## config.mk

```make
export PLATFORM = sky130hd
export DESIGN_NAME = divu_iter
export DESIGN_NICKNAME = d
export VERILOG_FILES = /design/src/rtl/divu_iter.sv
export SDC_FILE = /design/constraint.sdc
export NUM_CORES = 1
export LEC_CHECK = 0
export BUFFER_PORTS_ARGS = -buffer_cell sky130_fd_sc_hd__buf_2
export CORE_MARGIN = 1
export CORE_UTILIZATION = 39
export DETAILED_ROUTE_END_ITERATION = 6
export GPL_TIMING_DRIVEN = 0
export HOLD_SLACK_MARGIN = 0.15
export PLACE_DENSITY = 0.6
export SYNTH_ARGS = -nofsm -noshare
export SYNTH_HDL_FRONTEND = slang
export SYNTH_SLANG_ARGS = --single-unit
```

## constraint.sdc

```tcl
create_clock -name clk -period 5.2 [get_ports clk]
set_input_delay 1.04 -clock clk [delete_from_list [all_inputs] [get_ports clk]]
set_output_delay 1.04 -clock clk [all_outputs]
set_load 0.01 [all_outputs]
```

## src/rtl/divu_iter.sv

```systemverilog
// Iterative radix-2 restoring unsigned divider: one quotient bit per clock,
// IDLE -> RUN (WIDTH cycles) -> DONE, with results held until the next completion.
module divu_iter #(
  parameter int WIDTH = 32
) (
  input  logic             clk,
  input  logic             reset,
  input  logic             start,
  input  logic [WIDTH-1:0] dividend,
  input  logic [WIDTH-1:0] divisor,
  output logic [WIDTH-1:0] q,
  output logic [WIDTH-1:0] r,
  output logic             busy,
  output logic             done,
  output logic             dz,
  output logic [1:0]       dbg_state
);

  localparam int CW = (WIDTH > 1) ? $clog2(WIDTH) : 1;
  localparam logic [CW-1:0] LAST = CW'(WIDTH - 1);

  typedef enum logic [1:0] {
    S_IDLE = 2'd0,
    S_RUN  = 2'd1,
    S_DONE = 2'd2
  } state_t;

  // Handshake: start is a request sampled only while IDLE; busy is high from the
  // accepting edge through the last RUN cycle; done is a one-cycle pulse in DONE.
  state_t state_q, state_d;

  logic [WIDTH-1:0] dq_q;   // dividend bits shift out of the MSB, quotient bits shift in at the LSB
  logic [WIDTH-1:0] dvs_q;
  logic [WIDTH-1:0] rem_q;
  logic [CW-1:0]    cnt_q;

  logic [WIDTH:0]   shifted;
  logic [WIDTH:0]   diff;
  logic             ge;
  logic [WIDTH-1:0] rem_next;
  logic [WIDTH-1:0] quo_next;

  // When the divisor is non-zero the partial remainder stays below it, so the
  // top bit of the WIDTH+1-bit difference is a clean borrow. A zero divisor lets
  // the remainder grow, so a set shifted MSB also forces "greater or equal".
  always_comb begin
    shifted  = {rem_q, dq_q[WIDTH-1]};
    diff     = shifted - {1'b0, dvs_q};
    ge       = shifted[WIDTH] | ~diff[WIDTH];
    rem_next = ge ? diff[WIDTH-1:0] : shifted[WIDTH-1:0];
    quo_next = {dq_q[WIDTH-2:0], ge};
  end

  always_ff @(posedge clk or negedge reset) begin
    if (!reset) state_q <= S_IDLE;
    else        state_q <= state_d;
  end

  always_comb begin
    state_d = state_q;
    case (state_q)
      S_IDLE:  if (start) state_d = S_RUN;
      S_RUN:   if (cnt_q == LAST) state_d = S_DONE;
      S_DONE:  state_d = S_IDLE;
      default: state_d = S_IDLE;
    endcase
  end

  always_ff @(posedge clk or negedge reset) begin
    if (!reset) begin
      dq_q  <= '0;
      dvs_q <= '0;
      rem_q <= '0;
      cnt_q <= '0;
      q     <= '0;
      r     <= '0;
      busy  <= 1'b0;
      done  <= 1'b0;
      dz    <= 1'b0;
    end else begin
      done <= 1'b0;
      case (state_q)
        S_IDLE: begin
          if (start) begin
            dq_q  <= dividend;
            dvs_q <= divisor;
            rem_q <= '0;
            cnt_q <= '0;
            busy  <= 1'b1;
          end
        end
        S_RUN: begin
          dq_q  <= quo_next;
          rem_q <= rem_next;
          cnt_q <= cnt_q + CW'(1);
          if (cnt_q == LAST) begin
            q    <= quo_next;
            r    <= rem_next;
            dz   <= (dvs_q == '0);
            busy <= 1'b0;
            done <= 1'b1;
          end
        end
        default: ;
      endcase
    end
  end

  assign dbg_state = state_q;

endmodule

```

==> Word level (Yosys, flattened, before mapping) <==
Index checks and enable logic that the tools add are counted.
{ "word_totals": {"regBits": 170, "inputBits": 67} }
{ "classes": {"addsub": 2, "n_eq_ne": 4, "n_mux": 15, "n_bitwise": 2, "n_reduce_logical": 8} }
{ "ops": {"columns": ["operator", "count"], "rows": [
  ["case mux 32 bit (2 select lines)", 2],
  ["two-way mux 32 bit", 3],
  ["subtractor 33 x 32 -> 33 bit", 1],
  ["zero test 32 bit", 1],
  ["case mux 5 bit (2 select lines)", 1],
  ["AND reduction 2 bit", 4],
  ["adder 5 x 1 -> 5 bit (second input constant)", 1],
  ["equality test 5 bit (second input constant)", 1],
  ["two-way mux 5 bit", 1],
  ["two-way mux 1 bit", 4],
  ["two-way mux 2 bit", 2],
  ["inequality test 2 bit (second input constant)", 2],
  ["case mux 2 bit (2 select lines)", 1],
  ["AND reduction 3 bit", 1],
  ["equality test 2 x 1 -> 1 bit (second input constant)", 1],
  ["zero test 2 bit", 1],
  ["case mux 1 bit (2 select lines)", 1],
  ["nonzero test 2 bit", 1],
  ["NOT 1 bit", 1],
  ["bitwise OR 1 bit", 1]
]} }

==> Depth between registers and ports, before layout <==
Gate-level depths: netlist of the first run.
{ "logic_depth": {"depth_word": 5, "ltp_mapped": 13} }

==> Least setup slack after synthesis of the first run <==
OpenSTA, ideal clock, no wires.
{ "synth_path": {"path_kind": "reg2reg", "start": "register dq_q[31]", "end": "register rem_q[10]", "setup_time_ns": 0.122, "arrival_time_ns": 2.950, "required_time_ns": 5.078, "path_slack_ns": 2.128, "stages_incl_launch_ff": 14, "n_path_buf": 2, "synth_period_minus_slack_ns": 3.072, "cell_sequence": "dfrtp_1 > inv_1 > ha_1 > fa_1 > nand2b_1 > a21o_1 > a21o_1 > a211oi_1 > o31a_4 > o41a_1 > buf_2 > buf_2 > o21ai_0 > a32o_1"} }
{ "synth_between": {"elab_chain_cells": 5} }
{ "synth_rtl": {"columns": ["item", "line", "source"], "rows": [
  ["from (decl)", "32", "logic [WIDTH-1:0] dq_q;"],
  ["from (signal assigned)", "85", "dq_q <= dividend;"],
  ["from (signal assigned)", "93", "dq_q <= quo_next;"],
  ["subtractor 33 x 32 -> 33 bit (*)", "48", "diff = shifted - {1'b0, dvs_q};"],
  ["NOT 1 bit", "49", "ge = shifted[WIDTH] | ~diff[WIDTH];"],
  ["bitwise OR 1 bit", "49", null],
  ["two-way mux 32 bit (*)", "50", "rem_next = ge ? diff[WIDTH-1:0] : shifted[WIDTH-1:0];"],
  ["case mux 32 bit (2 select lines) (*)", "82", "case (state_q)"],
  ["to (signal assigned)", "94", "rem_q <= rem_next;"],
  ["to (decl)", "34", "logic [WIDTH-1:0] rem_q;"]
]} }
Mark *: on every way between the ends. The rest lies on a longest branch, timed or not.
A chain may end at the register's enable or synchronous reset.

==> Worst setup path after layout of the first run <==
Ends and elaborated chain as after synthesis.

==> results, run 1 <==
- Gates resized during post-CTS repair numbered 0.
- The flip-flop cell with the highest count after synthesis is sky130_fd_sc_hd__dfrtp_1.
- The vias after detailed routing is about 8800.
- The critical path required time is roughly 5.5 ns.
- The worst max-slew margin expressed relative to the limit is 37.2%.
- The transition time at the pin with the least slew margin is approximately 0.94 ns.
- The cell count after placement is about 1500.
- The total design power is about 0.0094 W.
- The average instance area after synthesis is 8.73 sq um.
- The power density normalized to cell area is about 840 mW/mm^2.
- The final-report max-slew violation count is 0.
- Counting along the longest clock path gives a buffer depth of 2.
- Counting flops with an async set or reset pin after synthesis yields a share of between 90% and 100%.
- The critical path data arrival time is around 4.3 ns.
- The number of global-route vias before repair is approximately 8400.
- The number of buffers created by CTS is 17.
- The first global-routing pass estimated roughly 48000 um of wire.
- The number of synthesized flops with an enable pin is 0.
- The type of the worst min-delay path is register to register.
- Yosys mapped the design onto 65 distinct sky130hd cell types.
- The run finished with clean final reports.
- For this run, design rule violations remaining after detail routing come to 0.
- The first-pass iteration count of the detailed router is 5.
- The cell type with the highest aggregate area in the netlist is sky130_fd_sc_hd__dfrtp_1.
- On the final layout, the worst clock skew is between 0.01 and 0.015 ns.
- After synthesis, the cell types taking the most area are sky130_fd_sc_hd__dfrtp_1, sky130_fd_sc_hd__nand2_1, sky130_fd_sc_hd__o21ai_0, sky130_fd_sc_hd__ha_1, sky130_fd_sc_hd__a21oi_1.
- The worst setup path is launched from a register.
- Counting I/O delays and the setup requirement, the final critical path takes 3.97 ns.
- In this run, the number of DRC markers left after iteration 0 of detailed routing was 688.
- At the end of the flow, the number of nets in the layout was about 1300.
- The overall die width is 158 um.
- Summed over all nets, wire length on met3 after detailed routing comes to 1650 um.
- Entering global routing, the biggest net connects 116 pins.
- The number of warnings reported in the yosys synthesis log is 0.
- The detailed-route wire length is 30900 um.
- The ratio of cells with drive above 1 in the final layout is between 10% and 20%.
- The worst setup path is captured at a register.
- The detailed router put a total of around 15000 um of wire on met1.
- The cell family contributing the most delay on the critical path is compound AO/OA/AOI/OAI gates.
- In the final routed layout, each cell accounts on average for 19.7 um.
- The number of antenna violations at the first check in global routing is 0.
- The clock latency on the worst-skew pair is 0.44 ns.
- The routed length on met2 is 13800 um.
- The deepest level of the CTS H-tree is 4.
- In the routed layout, each cell is associated on average with a via count of about 5.6.
- Clock-pin slew was measured on the worst setup and hold paths at about 0.080 ns.
- The total routing resource utilization after global routing is 25.8%.
- The number of nets in the synthesized netlist is 1185.
- After the flow finishes, the layout carries non-filler instances totaling around 1600.
- The hold violation count in the final report is 0.
- The worst-case IR drop observed on VDD is between 0.3 and 0.4 mV.
- The count of input and output buffers is between 100 and 150.
- Static timing analysis puts the maximum clock frequency at approximately 250 MHz.
- By count the netlist is led by sky130_fd_sc_hd__nand2_1, sky130_fd_sc_hd__dfrtp_1, sky130_fd_sc_hd__o21ai_0, sky130_fd_sc_hd__a21oi_1, sky130_fd_sc_hd__clkbuf_1.
- TritonCTS built the clock tree.
- The largest single stage delay on the critical path is 0.60 ns.
- Summing all placed instances gives a cell area of ~0.011 sq mm.
- For this design the static power due to leakage is roughly 5 nW.
- The critical path contains buffers and inverters numbering 3 combined.
- The number of setup violations in the final report is 0.
- The cell area after synthesis is between 0.009 and 0.01 sq mm.
- The die covers 0.0249 sq mm.
- The clock drives 170 sinks.
- The layout overhead on the synthesized area is 18.4%.
- The number of setup buffers added after CTS is 0.
- Counting flops and latches in the post-synthesis netlist gives 170.
- Setup repair after global routing left no endpoint under its margin.
- For this design the top-level I/O count stands at 136.
- The master of the slowest instance on the critical path is sky130_fd_sc_hd__a211oi_1.
- The portion of synthesized cell area occupied by the leading cell type is between 40 and 50%.
- For this run, the register share of the synthesized area comes to 45.0%.
- Adding up every negative setup slack in the final design gives 0 ns.
- The class of the most critical setup path is register to register.
- After detailed routing, no signal wire sits above met4.
- The signal on the critical path passes through inv_1 -> ha_1 -> fa_1 -> nand2b_1 -> a21o_1 -> a21o_1 -> a211oi_1 -> o31a_4 -> o41a_1 -> buf_2 -> buf_2 -> o21ai_0 -> a32o_1.
- Max-cap violations in this run came to 0.
- After layout, the worst path uses ~76% of the clock period.
- The number of hold buffers added after CTS was 0.
- The final design instance area without fill is 0.0112 sq mm.
- The remaining number of nets flagged by the antenna check after routing is 0.
- The final weighted congestion of routability-driven global placement is between 0.8 and 0.9.
- The cell row count is 56.
- The HPWL after detailed placement is 22200 um.
- In this run the clock root is driven by a sky130_fd_sc_hd__clkbuf_16.
- Synthesis produced approximately 1100 cells.
- Once the floorplan was initialized, standard cells occupied 40.1% of the core.
- The worst-path maximum fanout is 10.
- The die height is approximately 160 um.
- The area of the core region is about 0.024 sq mm.
- The total overflow left after global routing is 0.
- In the post-synthesis netlist, the cell with the most instances is sky130_fd_sc_hd__nand2_1.
layout make-up:
type / count / area, sq um
antenna: 1 / 2.50
buffer: 81 / 320
clock buffer: 19 / 443
clock inverter: 13 / 179
fill: 2394 / 12400
inverter: 41 / 154
multi-input combinational: 791 / 4730
sequential: 170 / 4250
tap: 319 / 399
timing repair buffer: 136 / 713
state kept, by name, summed over array words and instances (netlist names):
register and count:
busy 1, cnt_q 5, dbg_state 2, done 1
dq_q 32, dvs_q 32, dz 1, q 32
r 32, rem_q 32
worst reg2reg max path, stage by stage, from the launching register on:
cell	delay [ns]
sky130_fd_sc_hd__dfrtp_1	0.40
sky130_fd_sc_hd__inv_1	0.09
sky130_fd_sc_hd__ha_1	0.24
sky130_fd_sc_hd__fa_1	0.41
sky130_fd_sc_hd__nand2b_1	0.21
sky130_fd_sc_hd__a21o_1	0.20
sky130_fd_sc_hd__a21o_1	0.21
sky130_fd_sc_hd__a211oi_1	0.60
sky130_fd_sc_hd__o31a_4	0.28
sky130_fd_sc_hd__o41a_1	0.15
sky130_fd_sc_hd__buf_2	0.23
sky130_fd_sc_hd__buf_2	0.33
sky130_fd_sc_hd__o21ai_0	0.19
sky130_fd_sc_hd__a32o_1	0.31
stage by stage:
step           hold WS, ns  utilization, %  setup WS (ns)
2_1_floorplan        0.450               -           2.13
3_3_place_gp         0.455            44.6          0.163
3_5_place_dp         0.458            44.8           1.34
4_1_cts              0.476            47.4           1.31
5_1_grt              0.489            47.4           1.00
6_report             0.470            47.4           1.23
where the power goes:
| part | total [W] | switching (W) | internal, W |
|---|---|---|---|
| registers | 0.00254 | 0.000554 | 0.00198 |
| logic | 0.00551 | 0.00339 | 0.00212 |
| clock network | 0.00138 | 0.000599 | 0.000784 |
| total | 0.00943 | 0.00454 | 0.00489 |
path summary, 6_finish.rpt:
check | start | to | slack, ns | cells after the start
max | dq_q[31] | rem_q[10] | 1.23 | 13
min | q[8] | q[8] | 0.47 | 2
max reg2reg | dq_q[31] | rem_q[10] | 1.23 | 13
min reg2reg | q[8] | q[8] | 0.47 | 2
max in group asynchronous | reset | rem_q[26] | 3.75 | 2
min in group asynchronous | reset | dvs_q[8] | 0.51 | 1
metal layers:
layer | track usage, % | vias up
met5 | 0 | -
met4 | 9.20 | 0
met3 | 3.83 | 41
met2 | 38.9 | 299
met1 | 37.5 | 4308
li1 | - | 4200
placed cells by master (no fill, tap or decap), types with 9 or more instances in the layout:
master                      instances
sky130_fd_sc_hd__xnor2_1           11
sky130_fd_sc_hd__a21oi_1           70
sky130_fd_sc_hd__clkbuf_1          65
sky130_fd_sc_hd__dfrtp_1          170
sky130_fd_sc_hd__a21o_1            18
sky130_fd_sc_hd__a22oi_1           35
sky130_fd_sc_hd__ha_1              34
sky130_fd_sc_hd__nand4_1           24
sky130_fd_sc_hd__a31oi_1           14
sky130_fd_sc_hd__xor2_1             9
sky130_fd_sc_hd__o21ai_0           95
sky130_fd_sc_hd__buf_2            141
sky130_fd_sc_hd__clkbuf_16         17
sky130_fd_sc_hd__nor3_1            18
sky130_fd_sc_hd__nor2b_1           39
sky130_fd_sc_hd__o31ai_1           21
sky130_fd_sc_hd__and2_1            11
sky130_fd_sc_hd__nand3_1           16
sky130_fd_sc_hd__o211ai_1          20
sky130_fd_sc_hd__nand2_1          206
sky130_fd_sc_hd__buf_1              9
sky130_fd_sc_hd__nor2_1            35
sky130_fd_sc_hd__inv_1             41
sky130_fd_sc_hd__or3_1              9
cell families (layout without fill, tap and decap cells):
| kind of cell | count (synthesis) | in the layout | share of synthesized area (%) |
|---|---|---|---|
| fa+ha+maj | 35 | 35 | 4.71 |
| xor+xnor | 20 | 20 | 1.85 |
| simple gates | 383 | 383 | 18.6 |
| flops | 170 | 170 | 45.0 |
| other cells | 0 | 1 | 0 |
| mux | 4 | 4 | 0.450 |
| compound gates | 349 | 349 | 24.4 |
| buf+inv | 122 | 290 | 5.01 |
No activity file was read; power rests on OpenSTA's default activity.
==> inputs of run 2 (changes only) <==
clock period = 4 ns   (was 5.2 ns; I/O delays follow)
==> results, run 2 (same netlist as run 1, synthesis figures left out) <==
- In this run the core area contains 56 standard-cell rows.
- The worst-path maximum fanout is 10.
- The floorplan step set the die width to 158 um.
- The internal portion of total power is approximately 0.0064 W.
- The starting density of the core is 40.1%.
- The detailed router placed just under 9000 vias in this run.
- The layer flagged by global routing as most heavily used is met2.
- The number of buffers inserted to repair setup after CTS is 0.
- The total design power is approximately 0.012 W.
- In the finished design, the share of the clock period the worst path needs comes to a little over nine tenths.
- The final routed DRC violation total is 0.
- The average wire per cell in the routed design is roughly 20 um.
- For the worst setup path, the data arrival time is between 4 and 5 ns.
- The fraction of power spent switching nets is approximately 48%.
- The filler cell count in the final layout is between 2000 and 2500.
- The total routing resource utilization after global routing is about a quarter.
- At the worst endpoint, the required time is around 4.3 ns.
- The remaining number of nets flagged by the antenna check after routing is 0.
- The clock tree from TritonCTS is yes.
- Setup violations remaining at the end of the flow were counted as 0.
- The cell count after placement is around 1500.
- Dividing the detail-routed via count by the number of cells gives around 5.6.
- The master of the slowest instance on the critical path is sky130_fd_sc_hd__a211oi_2.
- Per report_power, the clock group accounts for 14.6% of the total.
- The power density normalized to cell area is approximately 1100 mW/mm^2.
- The switching component of the power is ~0.006 W.
- The count of input and output buffers is between 100 and 150.
- The kind of start point of the critical path is a register.
- In the layout the commonest cells are sky130_fd_sc_hd__nand2_1, sky130_fd_sc_hd__dfrtp_1, sky130_fd_sc_hd__buf_2.
- The clock passes through at most 2 buffers.
- Before antenna repair, the detailed router went through 5 iterations.
- Summed over all layers, the global routing overflow is 0.
- The kind of end point of the critical path is a register.
- In the final design database the tool counted between 1000 and 1500 nets.
- The first global-routing pass estimated 48200 um of wire.
- The number of buffers and inverters on the critical path is 3.
- The run finished with clean final reports.
- The worst ir drop on vdd is about 0.4 mV.
- Routability-driven placement finished with a final weighted congestion of slightly below 0.9.
- The area of all sequential standard cells is about 0.0043 sq mm.
- The signal on the critical path passes through inv_1 -> ha_1 -> fa_1 -> nand2b_1 -> a21o_1 -> a21o_1 -> a211oi_2 -> o31a_4 -> o41a_1 -> buf_2 -> buf_2 -> o21ai_0 -> a32o_1.
- At the later pin of the worst-skew pair, clock insertion delay measures ~0.44 ns.
- The count of hold buffers inserted by post-cts repair is 0.
- The area taken by multi-input logic gates is about 0.0047 sq mm.
- In the final layout, the share of cells above drive strength 1 is about 15%.
- Combinational cells account for around 58% of the total power.
- The post-route worst setup slack is about 0.24 ns.
- The layout overhead on the synthesized area is 18.4%.
- The clock tree root driver cell is sky130_fd_sc_hd__clkbuf_16.
- Across all hold checks on the routed design, the worst slack comes to roughly 0.27 ns.
- The H-tree generated during clock tree synthesis spans 4 levels.
- Across all register-to-register paths, the minimum setup slack is approximately 0.24 ns.
- The final-report max-slew violation count is 0.
- The pin count of the biggest net entering global routing is roughly 120.
- The detailed placement HPWL is 22200 um.
- The die height is 158 um.
- The worst slack at placement is 0.143 ns.
- The count of cells in the finished layout, fillers not included, comes to about 1600.
- Setup repair after global routing left no endpoint under its margin.
- The worst max-slew margin expressed relative to the limit is 35.1%.
- The relative contribution of sequential cells to total power is between 20% and 30%.
- The class of the most critical setup path is register to register.
- The number of clock buffers added by TritonCTS is 17.
- The hold violation count in the final report was 0.
- The timing-limited maximum frequency is 266 MHz.
- After clock tree synthesis, the clock-pin slew on the worst setup and hold paths is about 0.070 ns.
- Pin placement for this block handled about 140 I/O pins.
- The analysis attributes to cell leakage a power of roughly 5.1 nW.
- At the pin with the least slew margin, the transition time is between 0.9 and 1 ns.
- The total of max-cap violations is 0.
- On the final layout, the worst clock skew is about 0.014 ns.
- For met1 alone, demand over resource in global routing was ~37%.
- The first routing iteration left about 680 violations.
- The worst reg2reg path startpoint is dq_q[31].
- The number of sinks on the clock net is 170.
- The cell family contributing the most delay on the critical path is compound AO/OA/AOI/OAI gates.
- The min-delay analysis places its worst path in the category input pin to asynchronous set/reset pin.
- The area of the die is between 0.02 and 0.025 sq mm.
- In the global route stage, met3 resource usage came out at under 10%.
- The critical path starts at dq_q[31].
- The highest cell delay on the worst timing path is 0.42 ns.
- The number of antenna violations at the first check in global routing is 0.
- In the global route stage, met2 resource usage came out at 38.9%.
- The region available for standard cell placement spans about 0.024 sq mm.
- The number of global-route vias before repair is 8429.
- The most frequent standard cell in the layout excluding fill and tap cells is sky130_fd_sc_hd__nand2_1.
- The detailed-route wire length is around 30000 um.
- Once layout is complete, the utilization of the core stands at about 47%.
- The final critical-path required period is roughly 3.8 ns.
[run 2: per-layer routing]
metal	part of all wire, %	vias up
met3	5.1	39
met1	48	4336
met5	0	-
li1	-	4202
met4	2.4	0
met2	45	284
[run 2: power groups by stage]
stage / Sequential (W) / Clock, W / Combinational, W
floorplan: 0.00319 / 0 / 0.00499
global placement: 0.00331 / 0 / 0.00698
detailed placement: 0.00331 / 0 / 0.00704
CTS: 0.00329 / 0.00182 / 0.00708
global route: 0.00339 / 0.00188 / 0.00797
finish: 0.00330 / 0.00180 / 0.00717
[run 2: through the flow]
step,area (sq um),TNS (ns)
6_report,11200,0
5_1_grt,11200,0
4_1_cts,11200,0
3_5_place_dp,10600,0
3_3_place_gp,10500,-132.13
2_1_floorplan,9460,0
[run 2: area by class of cell]
type | count | area share (%)
Multi-Input combinational cell | 791 | 42.3
Sequential cell | 170 | 38.0
Timing Repair Buffer | 136 | 6.37
Clock buffer | 19 | 3.95
Tap cell | 319 | 3.56
Buffer | 81 | 2.86
Clock inverter | 13 | 1.60
Inverter | 41 | 1.37
Antenna cell | 1 | 0.0223
[run 2: what timing repair did]
action                     in CTS  in global routing
setup endpoints to repair       0                 47
resized for setup               0                  1
hold endpoints to repair        0                  0
[run 2: path summary, 6_finish.rpt]
kind                            depth (start not counted)         to
max in group asynchronous                               2    dq_q[2]
worst min-delay path                                    1   dvs_q[8]
worst max-delay path                                   13  rem_q[10]
worst max register to register                         13  rem_q[10]
worst min register to register                          2       q[8]
min in group clk                                        2       q[8]
